--- config.mk ---
export PLATFORM = sky130hd
export DESIGN_NAME = mem_port_arbiter
export DESIGN_NICKNAME = d
export VERILOG_FILES = /design/src/rtl/mem_port_arbiter.sv
export SDC_FILE = /design/constraint.sdc
export NUM_CORES = 1
export LEC_CHECK = 0
export BUFFER_PORTS_ARGS = -buffer_cell sky130_fd_sc_hd__clkbuf_2
export CORE_UTILIZATION = 50
export DETAILED_ROUTE_END_ITERATION = 10
export PLACE_DENSITY = 0.92
export SLEW_MARGIN = 20
export SYNTH_ARGS = -nofsm -noshare
export SYNTH_HDL_FRONTEND = slang
export SYNTH_SLANG_ARGS = --single-unit
--- constraint.sdc ---
create_clock -name clk -period 3.1 [get_ports clk]
set_input_delay 0.62 -clock clk [delete_from_list [all_inputs] [get_ports clk]]
set_output_delay 0.62 -clock clk [all_outputs]
set_load 0.02 [all_outputs]
--- src/rtl/mem_port_arbiter.sv ---
// mem_port_arbiter: shares a single memory port between instruction fetch and data access.
// Serves one requester at a time and drives a registered command to the memory.
// Starts a handover to the other port on the same edge that completes an access.
// A wait counter times out an access that memory never answers and sets a sticky err.
// Optional macro ARB_RR_EN: when defined, conflicts are resolved round-robin.
// When ARB_RR_EN is undefined, the data port always wins a conflict.
module mem_port_arbiter #(
    parameter int unsigned WAIT_MAX = 15
) (
    input  logic        clk,
    input  logic        rst,
    input  logic        if_req,
    input  logic [31:0] if_addr,
    output logic        if_done,
    output logic [31:0] if_rdata,
    output logic        if_stall,
    input  logic        dm_req,
    input  logic        dm_we,
    input  logic [3:0]  dm_be,
    input  logic [31:0] dm_addr,
    input  logic [31:0] dm_wdata,
    output logic        dm_done,
    output logic [31:0] dm_rdata,
    output logic        dm_stall,
    output logic        mem_req,
    output logic        mem_we,
    output logic [3:0]  mem_be,
    output logic [31:0] mem_addr,
    output logic [31:0] mem_wdata,
    input  logic        mem_rdy,
    input  logic [31:0] mem_rdata,
    output logic        err
);

    localparam int unsigned CntW = 4;
    localparam logic [CntW-1:0] WaitLimit = CntW'(WAIT_MAX);

    typedef enum logic [1:0] {
        IDLE    = 2'd0,
        IF_BUSY = 2'd1,
        DM_BUSY = 2'd2
    } state_t;

    state_t          state;
    logic [CntW-1:0] waitCnt;
    logic            ifPend;
    logic            dmPend;
    logic            dmWins;
    logic            timeoutHit;

    // Stall requesters until their done pulse arrives.
    assign if_stall = if_req & ~if_done;
    assign dm_stall = dm_req & ~dm_done;

    // A port whose done is pulsing still holds its old request; do not re-grant it.
    assign ifPend = if_req & ~if_done;
    assign dmPend = dm_req & ~dm_done;

`ifdef ARB_RR_EN
    // Owner of the most recent grant made from IDLE; on conflict the other port wins.
    logic lastDm;
    assign dmWins = ~lastDm;
`else
    assign dmWins = 1'b1;
`endif

    // Timeout fires on the WAIT_MAX-th busy cycle without a memory answer.
    always_comb begin
        timeoutHit = 1'b0;
        if ((state != IDLE) && !mem_rdy && (CntW'(waitCnt + 4'd1) == WaitLimit)) begin
            timeoutHit = 1'b1;
        end
    end

    // Arbitration FSM with registered memory command, done pulses and read data.
    always_ff @(posedge clk) begin
        if (!rst) begin
            state     <= IDLE;
            waitCnt   <= '0;
            err       <= 1'b0;
            mem_req   <= 1'b0;
            mem_we    <= 1'b0;
            mem_be    <= '0;
            mem_addr  <= '0;
            mem_wdata <= '0;
            if_done   <= 1'b0;
            dm_done   <= 1'b0;
            if_rdata  <= '0;
            dm_rdata  <= '0;
`ifdef ARB_RR_EN
            lastDm    <= 1'b0;
`endif
        end else begin
            if_done <= 1'b0;
            dm_done <= 1'b0;
            case (state)
                IDLE: begin
                    if (dmPend && (!ifPend || dmWins)) begin
                        state     <= DM_BUSY;
                        waitCnt   <= '0;
                        mem_req   <= 1'b1;
                        mem_we    <= dm_we;
                        mem_be    <= dm_be;
                        mem_addr  <= dm_addr;
                        mem_wdata <= dm_wdata;
`ifdef ARB_RR_EN
                        lastDm    <= 1'b1;
`endif
                    end else if (ifPend) begin
                        state     <= IF_BUSY;
                        waitCnt   <= '0;
                        mem_req   <= 1'b1;
                        mem_we    <= 1'b0;
                        mem_be    <= 4'hF;
                        mem_addr  <= if_addr;
                        mem_wdata <= '0;
`ifdef ARB_RR_EN
                        lastDm    <= 1'b0;
`endif
                    end
                end
                IF_BUSY: begin
                    if (mem_rdy || timeoutHit) begin
                        if_done  <= 1'b1;
                        if_rdata <= mem_rdy ? mem_rdata : '0;
                        if (timeoutHit) begin
                            err <= 1'b1;
                        end
                        if (mem_rdy && dmPend) begin
                            state     <= DM_BUSY;
                            waitCnt   <= '0;
                            mem_req   <= 1'b1;
                            mem_we    <= dm_we;
                            mem_be    <= dm_be;
                            mem_addr  <= dm_addr;
                            mem_wdata <= dm_wdata;
                        end else begin
                            state   <= IDLE;
                            mem_req <= 1'b0;
                            mem_we  <= 1'b0;
                        end
                    end else begin
                        waitCnt <= CntW'(waitCnt + 4'd1);
                    end
                end
                DM_BUSY: begin
                    if (mem_rdy || timeoutHit) begin
                        dm_done <= 1'b1;
                        // Stores leave the last load data untouched, even on timeout.
                        if (!mem_we) begin
                            dm_rdata <= mem_rdy ? mem_rdata : '0;
                        end
                        if (timeoutHit) begin
                            err <= 1'b1;
                        end
                        if (mem_rdy && ifPend) begin
                            state     <= IF_BUSY;
                            waitCnt   <= '0;
                            mem_req   <= 1'b1;
                            mem_we    <= 1'b0;
                            mem_be    <= 4'hF;
                            mem_addr  <= if_addr;
                            mem_wdata <= '0;
                        end else begin
                            state   <= IDLE;
                            mem_req <= 1'b0;
                            mem_we  <= 1'b0;
                        end
                    end else begin
                        waitCnt <= CntW'(waitCnt + 4'd1);
                    end
                end
                default: begin
                    state   <= IDLE;
                    mem_req <= 1'b0;
                    mem_we  <= 1'b0;
                end
            endcase
        end
    end

endmodule

==> results of run 1 <==
-- cells in the mapped netlist (all sizes together) --
cell and count:
a21boi 1, a21oi 37, a221oi 32, a22o 65
a22oi 1, a311o 32, a311oi 4, a31oi 2
a32oi 1, and2 33, and2b 1, and3 35
and4 1, buf 31, clkbuf 29, clkinv 1
dfxtp 143, dlygate4sd1 3, ha 6, inv 7
mux2 2, mux2i 1, nand2 110, nand2b 3
nand3 4, nand3b 2, nand4 2, nor2 10
nor2b 4, nor4 1, o211ai 3, o21a 33
o21ai 3, o21bai 1, o22ai 1, o32ai 3
or4b 1, xor2 1
-- metrics by stage --
step | cell area (um2) | instances
after floorplan | 6200 | 650
after global placement | 7550 | 1043
after detailed placement | 7550 | 1043
after CTS | 8070 | 1074
after global routing | 8070 | 1074
final | 8070 | 1074
-- cell type report --
type	count	area share, %
timing repair buffer	288	18.2
inverter	8	0.403
sequential	143	35.5
tap	168	2.61
multi-input combinational	436	36.9
clock inverter	11	0.869
clock buffer	20	5.54
-- logic make-up after synthesis --
| logic type | after synthesis | synth area share [%] |
|---|---|---|
| AO/OA/AOI/OAI | 219 | 29.4 |
| AND/OR/NAND/NOR | 207 | 16.5 |
| flip-flops | 143 | 46.1 |
| buffers and inverters | 71 | 5.95 |
| adder cells (fa/ha/maj) | 6 | 1.21 |
| multiplexers | 3 | 0.524 |
| XOR/XNOR | 1 | 0.262 |
-- worst max-delay path: stages, from the launching register on --
cell	delay, ns
dfxtp_1	0.39
inv_1	0.11
ha_1	0.38
inv_2	0.20
a21boi_2	0.94
and3_1	0.28
o21a_1	0.12
-- sequential cells by signal, indices dropped and copies added, names as in the netlist --
register / cells
dm_rdata: 32
if_rdata: 32
mem_addr: 32
mem_wdata: 32
mem_be: 4
waitCnt: 4
state: 2
dm_done: 1
err: 1
if_done: 1
mem_req: 1
mem_we: 1
-- routing by layer --
metal,track usage [%],vias up,part of all wire [%]
li1,-,2884,-
met1,31.0,2887,39
met2,48.0,322,50
met3,9.67,28,8.9
met4,9.56,0,1.8
met5,0,-,0
-- report_power, final --
part | internal (mW) | total (mW) | switching, mW
clock network | 1.03 | 1.79 | 0.764
registers | 2.11 | 2.26 | 0.147
logic | 0.752 | 2.00 | 1.25
total | 3.89 | 6.06 | 2.16
-- how the worst max path moves through the flow --
stage                          start                          to  cells after the start
2_1_floorplan  state[0]$_SDFFE_PN0P_       state[1]$_SDFFE_PN0P_                      7
3_3_place_gp   state[0]$_SDFFE_PN0P_  mem_wdata[25]$_SDFFE_PN0P_                      6
3_5_place_dp   state[1]$_SDFFE_PN0P_  mem_wdata[26]$_SDFFE_PN0P_                      6
4_1_cts        state[1]$_SDFFE_PN0P_  mem_wdata[26]$_SDFFE_PN0P_                      6
5_1_grt        state[1]$_SDFFE_PN0P_  mem_wdata[17]$_SDFFE_PN0P_                      6
6_report       state[1]$_SDFFE_PN0P_  mem_wdata[26]$_SDFFE_PN0P_                      6
==> impl_metrics.toml, run 1 <==
[worst_setup_path]
rr_worst_depth = 6
critical_path_class = "reg -> reg"
r2r_start = "state[1]$_SDFFE_PN0P_"
r2r_slack_ns = 0.62
start_kind = "flip-flop"
critPathArrivalTime_ns = 2.83
cp_max_fo = 32
r2r_end = "mem_wdata[26]$_SDFFE_PN0P_"
cp.required_ns = 3.45
end_kind = "flip-flop"

[clocking]
cts_made_buffers = 17
clk_latency_ns = 0.42
postCtsSetupRepairBufs = 0
tritoncts = "done"
clock_sinks = 143
cts-resized-gates = 0
cts_hold_buffers = 0
clk_pin_slew_worst_paths_ns = 0.06
root_buffer = "clkbuf_16"
htree_levels = 4
cts_buffer_depth = 2

[hold_path]
holdPathEnd = "dm_rdata[13]$_SDFFE_PN0P_"
worstHoldPathCells = 2
hp-start = "mem_rdata[13]"
hold_path.class = "in -> reg"

[synth]
synth.distinct_cells = 51
netlist_area_mm2 = 0.00620
synth.area.top_cells = "dfxtp_1, a22o_1, nand2_1, a311o_1, a221oi_1"
ys_ff_latch = 143
yosys.area.top_type_share_pct = 46.1
synth_fp_nets = 794
seq_area_frac_synth_pct = 46.1
synth_warnings = 0
synthCells = 650
syn_avg_cell_area_um2 = 9.55
yosysTopAreaCell = "dfxtp_1"

[sta]
min_period_ns = 2.48
tns_ns = 0
finalClockSkew_ns = 0.00749
tightest_slew_ns = 1.14
fmax_mhz = 403
worst_slack_ns = 0.620
rsz0062_at_grt = "false"
max_slew_margin_pct = 23.7
final_max_slew_viol_count = 0
finalSetupViolCount = 0
hold-worst-slack_ns = 0.429
fin_crit_sh_pct = 80.0
finalHoldViolCount = 0

[floorplan]
num_rows = 40
fp.dieH_um = 113
dieArea_mm2 = 0.0129
ios = 277
die_x_um = 113
core_mm2 = 0.0121
start_util_pct = 51.4

[job]
cap_violations = 0

[global_route]
grt_overflow = 0
grt_max_degree = 64
grt_pass1_vias = 5653
grt_usage_pct = 27.5
grt_antenna_before_repair = 0
grt_pass1_wl_um = 27900

[layout]
num-nets-final = 1038
fin_util_pct = 66.9
regArea_mm2 = 0.00286
drive_gt1_share_pct = 37.2
fillers = 945
layout_commonest_cell = "clkbuf_2"
n_antenna_cell = 0
synthToLayoutAreaGrowth_pct = 30.0
layout_common_cells = "clkbuf_2, dfxtp_1, nand2_1"
multi_input_area_mm2 = 0.00297

[detailed_routing]
initialDrtViolationCount = 632
routed_wl_um = 17900
dr.pass1.iters = 5
wl_per_cell_um = 16.7
postRouteAntennaNets = 0
drt-vias-per-instance = 5.70
drcViolationCount = 0
vias = 6121

[power_and_ir_drop]
ir_worst_vdd_uv = 458
power_density_mw_per_mm2 = 751
power.leakage_nw = 3.82
p_total_mw = 6.06

[placement]
pre_cts_ws_ns = 0.723
hpwl_um = 12100
port_buffers = 276
place.gp.congestion = 0.806

[run_status]
status = "finished, final reports clean"
Note: power is estimated with default switching activity, not from simulation.
==> run 2: changes to the inputs <==
Settings changed: CORE_UTILIZATION 50 to 47, PLACE_DENSITY 0.92 to 0.88.
Clock period 3.1 ns to 2.5 ns, I/O delays scaled along.
==> impl_metrics.toml, run 2 (synthesized netlist as in run 1, its figures left out) <==
[worst_setup_path]
crit_slowest_cell = "a31oi_4"
r2r_slack_ns = 0.18
critPathArrivalTime_ns = 2.67
end_kind = "flip-flop"
rr_worst_depth = 7
cp_max_fo = 32
r2r_start = "state[1]$_SDFFE_PN0P_"
cpPeakStageDelay_ns = 0.80
path_cells = "inv_1 -> ha_1 -> nor2b_2 -> o21ai_4 -> o21bai_4 -> a31oi_4 -> a22o_1"
r2r_end = "dm_rdata[19]$_SDFFE_PN0P_"
cp.required_ns = 2.85
start_kind = "flip-flop"
critical_path_class = "reg -> reg"

[power_and_ir_drop]
power.leakage_nw = 3.88
power_density_mw_per_mm2 = 965
ir_worst_vdd_uv = 658

[floorplan]
ios = 277
num_rows = 41
start_util_pct = 48.8
fp.dieH_um = 117
die_x_um = 117
dieArea_mm2 = 0.0137
core_mm2 = 0.0127

[clocking]
clk_pin_slew_worst_paths_ns = 0.06
clock_sinks = 143
cts_made_buffers = 17
root_buffer = "clkbuf_16"
cts_hold_buffers = 0
htree_levels = 4
cts-resized-gates = 0
postCtsSetupRepairBufs = 0
cts_buffer_depth = 2
tritoncts = "done"
clk_latency_ns = 0.41

[layout]
n_antenna_cell = 0
layout_common_cells = "clkbuf_2, dfxtp_1, nand2_1"
fin_util_pct = 64.6
fillers = 1055
drive_gt1_share_pct = 37.4
synthToLayoutAreaGrowth_pct = 32.4
num-nets-final = 1041
layout_commonest_cell = "clkbuf_2"

[placement]
hpwl_um = 12300
port_buffers = 276
place.gp.congestion = 0.835

[detailed_routing]
postRouteAntennaNets = 0
drt-vias-per-instance = 5.73
vias = 6203
routed_wl_um = 18100
initialDrtViolationCount = 554
dr.pass1.iters = 6
drcViolationCount = 0
wl_per_cell_um = 16.8

[sta]
min_period_ns = 2.32
tns_ns = 0
rsz0062_at_grt = "false"
max_slew_margin_pct = 37.1
finalSetupViolCount = 0
fin_crit_sh_pct = 92.7
finalClockSkew_ns = 0.00898
final_max_slew_viol_count = 0
fmax_mhz = 431
tightest_slew_ns = 0.941
finalHoldViolCount = 0

[global_route]
grt_max_degree = 67
grt_antenna_before_repair = 0
grt_pass1_wl_um = 27400
grt_overflow = 0
grt_usage_pct = 25.7
grt_pass1_vias = 5540

[hold_path]
hold_path.class = "in -> reg"
holdPathEnd = "dm_rdata[12]$_SDFFE_PN0P_"
worstHoldPathCells = 2
hp-start = "mem_rdata[12]"

[run_status]
status = "finished, final reports clean"

[job]
cap_violations = 0
==> run 2: changes by cell type in the layout (fill, tap and decap cells not counted), sizes merged <==
cell    previous run  this run
clkinv             9         5
buf               12        15
bufinv             0         3
inv                7         9
==> run 2: per-layer routing <==
metal	track usage, %	vias up	wire [um]
li1	-	2910	-
met1	30.1	2937	7250
met2	42.5	315	8700
met3	9.22	41	1730
met4	10.9	0	457
met5	0	-	0
==> run 2: worst max-delay path: cells and delay by family, from the launching register on <==
family	cells	cell delay, ns
AOI/OAI and AO/OA	4	1.33
adders and majority gates	1	0.36
DFF	1	0.34
buffers and inverters	1	0.11
and+or+nand+nor	1	0.10
==> run 2: final cells by class <==
class | count | area [um2] | area share, %
Sequential cell | 143 | 2860 | 34.9
Multi-Input combinational cell | 436 | 2980 | 36.3
Tap cell | 172 | 215 | 2.62
Timing Repair Buffer | 291 | 1520 | 18.5
Clock buffer | 20 | 447 | 5.44
Clock inverter | 12 | 158 | 1.92
Inverter | 8 | 32.5 | 0.396
==> run 2: per-stage QoR <==
stage / worst slack (ns) / std cells / total power, mW / instance area [um2] / hold slack [ns]
2_1_floorplan: 0.632 / 650 / 4.59 / 6200 / 0.480
4_1_cts: 0.126 / 1082 / 7.95 / 8210 / 0.291
5_1_grt: 0.0230 / 1082 / 8.32 / 8210 / 0.295
6_report: 0.181 / 1082 / 7.92 / 8210 / 0.310
3_5_place_dp: 0.169 / 1050 / 5.35 / 7600 / 0.447
3_3_place_gp: 0.262 / 1050 / 5.29 / 7600 / 0.441
==> run 2: how the worst max path moves through the flow <==
stage                                     start  slack [ns]  cells after the start                         to
after detailed placement  state[0]$_SDFFE_PN0P_        0.17                      6  mem_wdata[6]$_SDFFE_PN0P_
final                     state[1]$_SDFFE_PN0P_        0.18                      7  dm_rdata[19]$_SDFFE_PN0P_
after floorplan           state[0]$_SDFFE_PN0P_        0.63                      7      state[1]$_SDFFE_PN0P_
after global routing      state[1]$_SDFFE_PN0P_        0.02                      7  dm_rdata[19]$_SDFFE_PN0P_
after CTS                 state[0]$_SDFFE_PN0P_        0.13                      6  mem_wdata[7]$_SDFFE_PN0P_
after global placement                   dm_req        0.26                      7  mem_addr[25]$_SDFFE_PN0P_
==> run 2: report_power, final <==
part / switching, mW / total [mW] / internal, mW
clock network: 0.979 / 2.58 / 1.60
logic: 1.57 / 2.54 / 0.976
registers: 0.178 / 2.80 / 2.62
total: 2.72 / 7.92 / 5.20
==> run 3: changes to the inputs <==
Settings changed: ABC_AREA set to 1, CORE_UTILIZATION 47 to 49, CTS_CLUSTER_DIAMETER set to 120, PLACE_DENSITY 0.88 to 0.89.
==> impl_metrics.toml, run 3 <==
[run_status]
status = "finished, final reports clean"

[layout]
n_antenna_cell = 0
regArea_mm2 = 0.00286
num-nets-final = 1411
layout_commonest_cell = "clkbuf_2"
drive_gt1_share_pct = 26.0
synthToLayoutAreaGrowth_pct = 30.2
fillers = 1141
fin_area_mm2 = 0.00891
layout_common_cells = "clkbuf_2, nand2_1, dfxtp_1"
multi_input_area_mm2 = 0.00321
layout.cells.non_filler = 1456

[synth]
yosysMostFrequentCell = "nand2_1"
ys_ff_latch = 143
netlist_area_mm2 = 0.00685
synthArstFlopShare_pct = 0
synthTopCellsByCount = "nand2_1, dfxtp_1, a21oi_1"
synthCells = 1026
syn_avg_cell_area_um2 = 6.67
synth.area.top_cells = "dfxtp_1, nand2_1, a21oi_1, o21ai_0, inv_1"
synth-edff-count = 0
synth.distinct_cells = 28
synth_warnings = 0
synth_fp_nets = 1170
seq_area_frac_synth_pct = 41.8
ys.flop_type = "dfxtp_1"
yosysTopAreaCell = "dfxtp_1"
yosys.area.top_type_share_pct = 41.8

[power_and_ir_drop]
power.leakage_nw = 4.59
ir_worst_vdd_uv = 544
p_total_mw = 8.29
power_density_mw_per_mm2 = 930

[worst_setup_path]
critical_path.endpoint = "dm_rdata[12]$_SDFFE_PN0P_"
cp.required_ns = 2.85
r2r_slack_ns = 0.30
cp.depth = 11
start_kind = "flip-flop"
critical_path_class = "reg -> reg"
rr_worst_depth = 11
setup.worst_path.start = "state[0]$_SDFFE_PN0P_"
crit_slowest_cell = "nand3_4"
critPathArrivalTime_ns = 2.55
r2r_start = "state[0]$_SDFFE_PN0P_"
r2r_end = "dm_rdata[12]$_SDFFE_PN0P_"
cp.buffers_inverters = 1
end_kind = "flip-flop"
cp_max_fo = 55
cpPeakStageDelay_ns = 0.47
path_cells = "inv_1 -> ha_1 -> nor2_1 -> nand2_1 -> nor2_1 -> nand2_2 -> nand2_4 -> nand3_4 -> nand2_1 -> nand2_1 -> nor2_1"
crit_family = "simple AND/OR/NAND/NOR gates"

[detailed_routing]
drt-vias-per-instance = 5.14
dr.pass1.iters = 6
routed_wl_um = 21100
initialDrtViolationCount = 513
wl_per_cell_um = 14.5
vias = 7488
drcViolationCount = 0
postRouteAntennaNets = 0

[placement]
placed_cell_area_mm2 = 0.00831
hpwl_um = 14500
pre_cts_ws_ns = 0.312
place.gp.congestion = 0.825
dp_cells = 1424
port_buffers = 276

[floorplan]
dieArea_mm2 = 0.0144
ios = 277
core_mm2 = 0.0135
die_x_um = 120
fp.dieH_um = 120
num_rows = 42
start_util_pct = 50.9

[global_route]
grt_pass1_vias = 7063
grt_max_degree = 77
grt_overflow = 0
grt_antenna_before_repair = 0
grt_pass1_wl_um = 33300
grt_usage_pct = 29.0

[clocking]
cts-resized-gates = 0
postCtsSetupRepairBufs = 0
cts_hold_buffers = 0
tritoncts = "done"
clock_sinks = 143
clk_pin_slew_worst_paths_ns = 0.06
cts_buffer_depth = 2
clk_latency_ns = 0.41
cts_made_buffers = 17
root_buffer = "clkbuf_16"
htree_levels = 4

[sta]
rsz0062_at_grt = "false"
tns_ns = 0
fmax_mhz = 455
finalSetupViolCount = 0
finalHoldViolCount = 0
tightest_slew_ns = 0.660
min_period_ns = 2.20
fin_crit_sh_pct = 88.0
finalClockSkew_ns = 0.00663
worst_slack_ns = 0.301
max_slew_margin_pct = 56.0
final_max_slew_viol_count = 0

[hold_path]
hold_path.class = "in -> reg"

[job]
cap_violations = 0
==> run 3: cell count changes after synthesis, moves of 32 or more <==
cell / previous run / this run
and2_1: 33 / 0
a21oi_1: 36 / 130
nand2_1: 109 / 260
inv_1: 6 / 117
nor2_1: 10 / 116
o21a_1: 33 / 1
a311o_1: 32 / 0
a221oi_1: 32 / 0
a22o_1: 63 / 0
and3_1: 33 / 0
o21ai_0: 2 / 91
==> run 3: stage by stage <==
| stage | utilization (%) | hold slack (ns) |
|---|---|---|
| after floorplan | - | 0.474 |
| after global routing | 66.3 | 0.310 |
| after global placement | 61.7 | 0.448 |
| final | 66.3 | 0.313 |
| after CTS | 66.3 | 0.305 |
| after detailed placement | 61.7 | 0.452 |
==> run 3: worst min path at each step <==
stage	cells past startpoint	from	end
after floorplan	2	state[1]$_SDFFE_PN0P_	state[1]$_SDFFE_PN0P_
after global placement	2	if_rdata[18]$_SDFFE_PN0P_	if_rdata[18]$_SDFFE_PN0P_
after detailed placement	1	err$_SDFFE_PN0P_	err$_SDFFE_PN0P_
after CTS	3	dm_wdata[28]	mem_wdata[28]$_SDFFE_PN0P_
after global routing	3	dm_wdata[22]	mem_wdata[22]$_SDFFE_PN0P_
final	3	dm_wdata[28]	mem_wdata[28]$_SDFFE_PN0P_
==> run 3: cells by family (layout without fill, tap and decap cells) <==
family          Yosys count  in the layout  share of synthesized area (%)
fa+ha+maj                 6              6                           1.10
compound gates          261            261                           20.9
flops                   143            143                           41.8
simple gates            425            425                           24.8
buf+inv                 191            445                           11.4
==> run 3: layer usage <==
metal	wire, um	vias up	track usage, %
met3	1810	31	7.08
met4	441	0	10.4
met5	0	-	0
met2	10600	323	52.4
li1	-	3754	-
met1	8250	3380	32.7
==> run 3: where the power goes <==
group	leakage, nW	internal [mW]	switching, mW
clock	0.302	1.65	0.951
combinational	3.12	0.923	1.86
sequential	1.17	2.68	0.221
total	4.59	5.25	3.04
==> run 3: final cells by class <==
type                            instances  area share, %
Multi-Input combinational cell        692           36.0
Sequential cell                       143           32.1
Timing Repair Buffer                  294           17.6
Clock buffer                           23           5.36
Inverter                              119           5.01
Tap cell                              176           2.47
Clock inverter                          9           1.47
==> run 3: worst reg2reg max path: cells and delay by family, from the launching register on <==
| kind | cells | cell delay [ns] |
|---|---|---|
| fa+ha+maj | 1 | 0.24 |
| buf+inv | 1 | 0.09 |
| flops | 1 | 0.38 |
| simple gates | 9 | 1.43 |
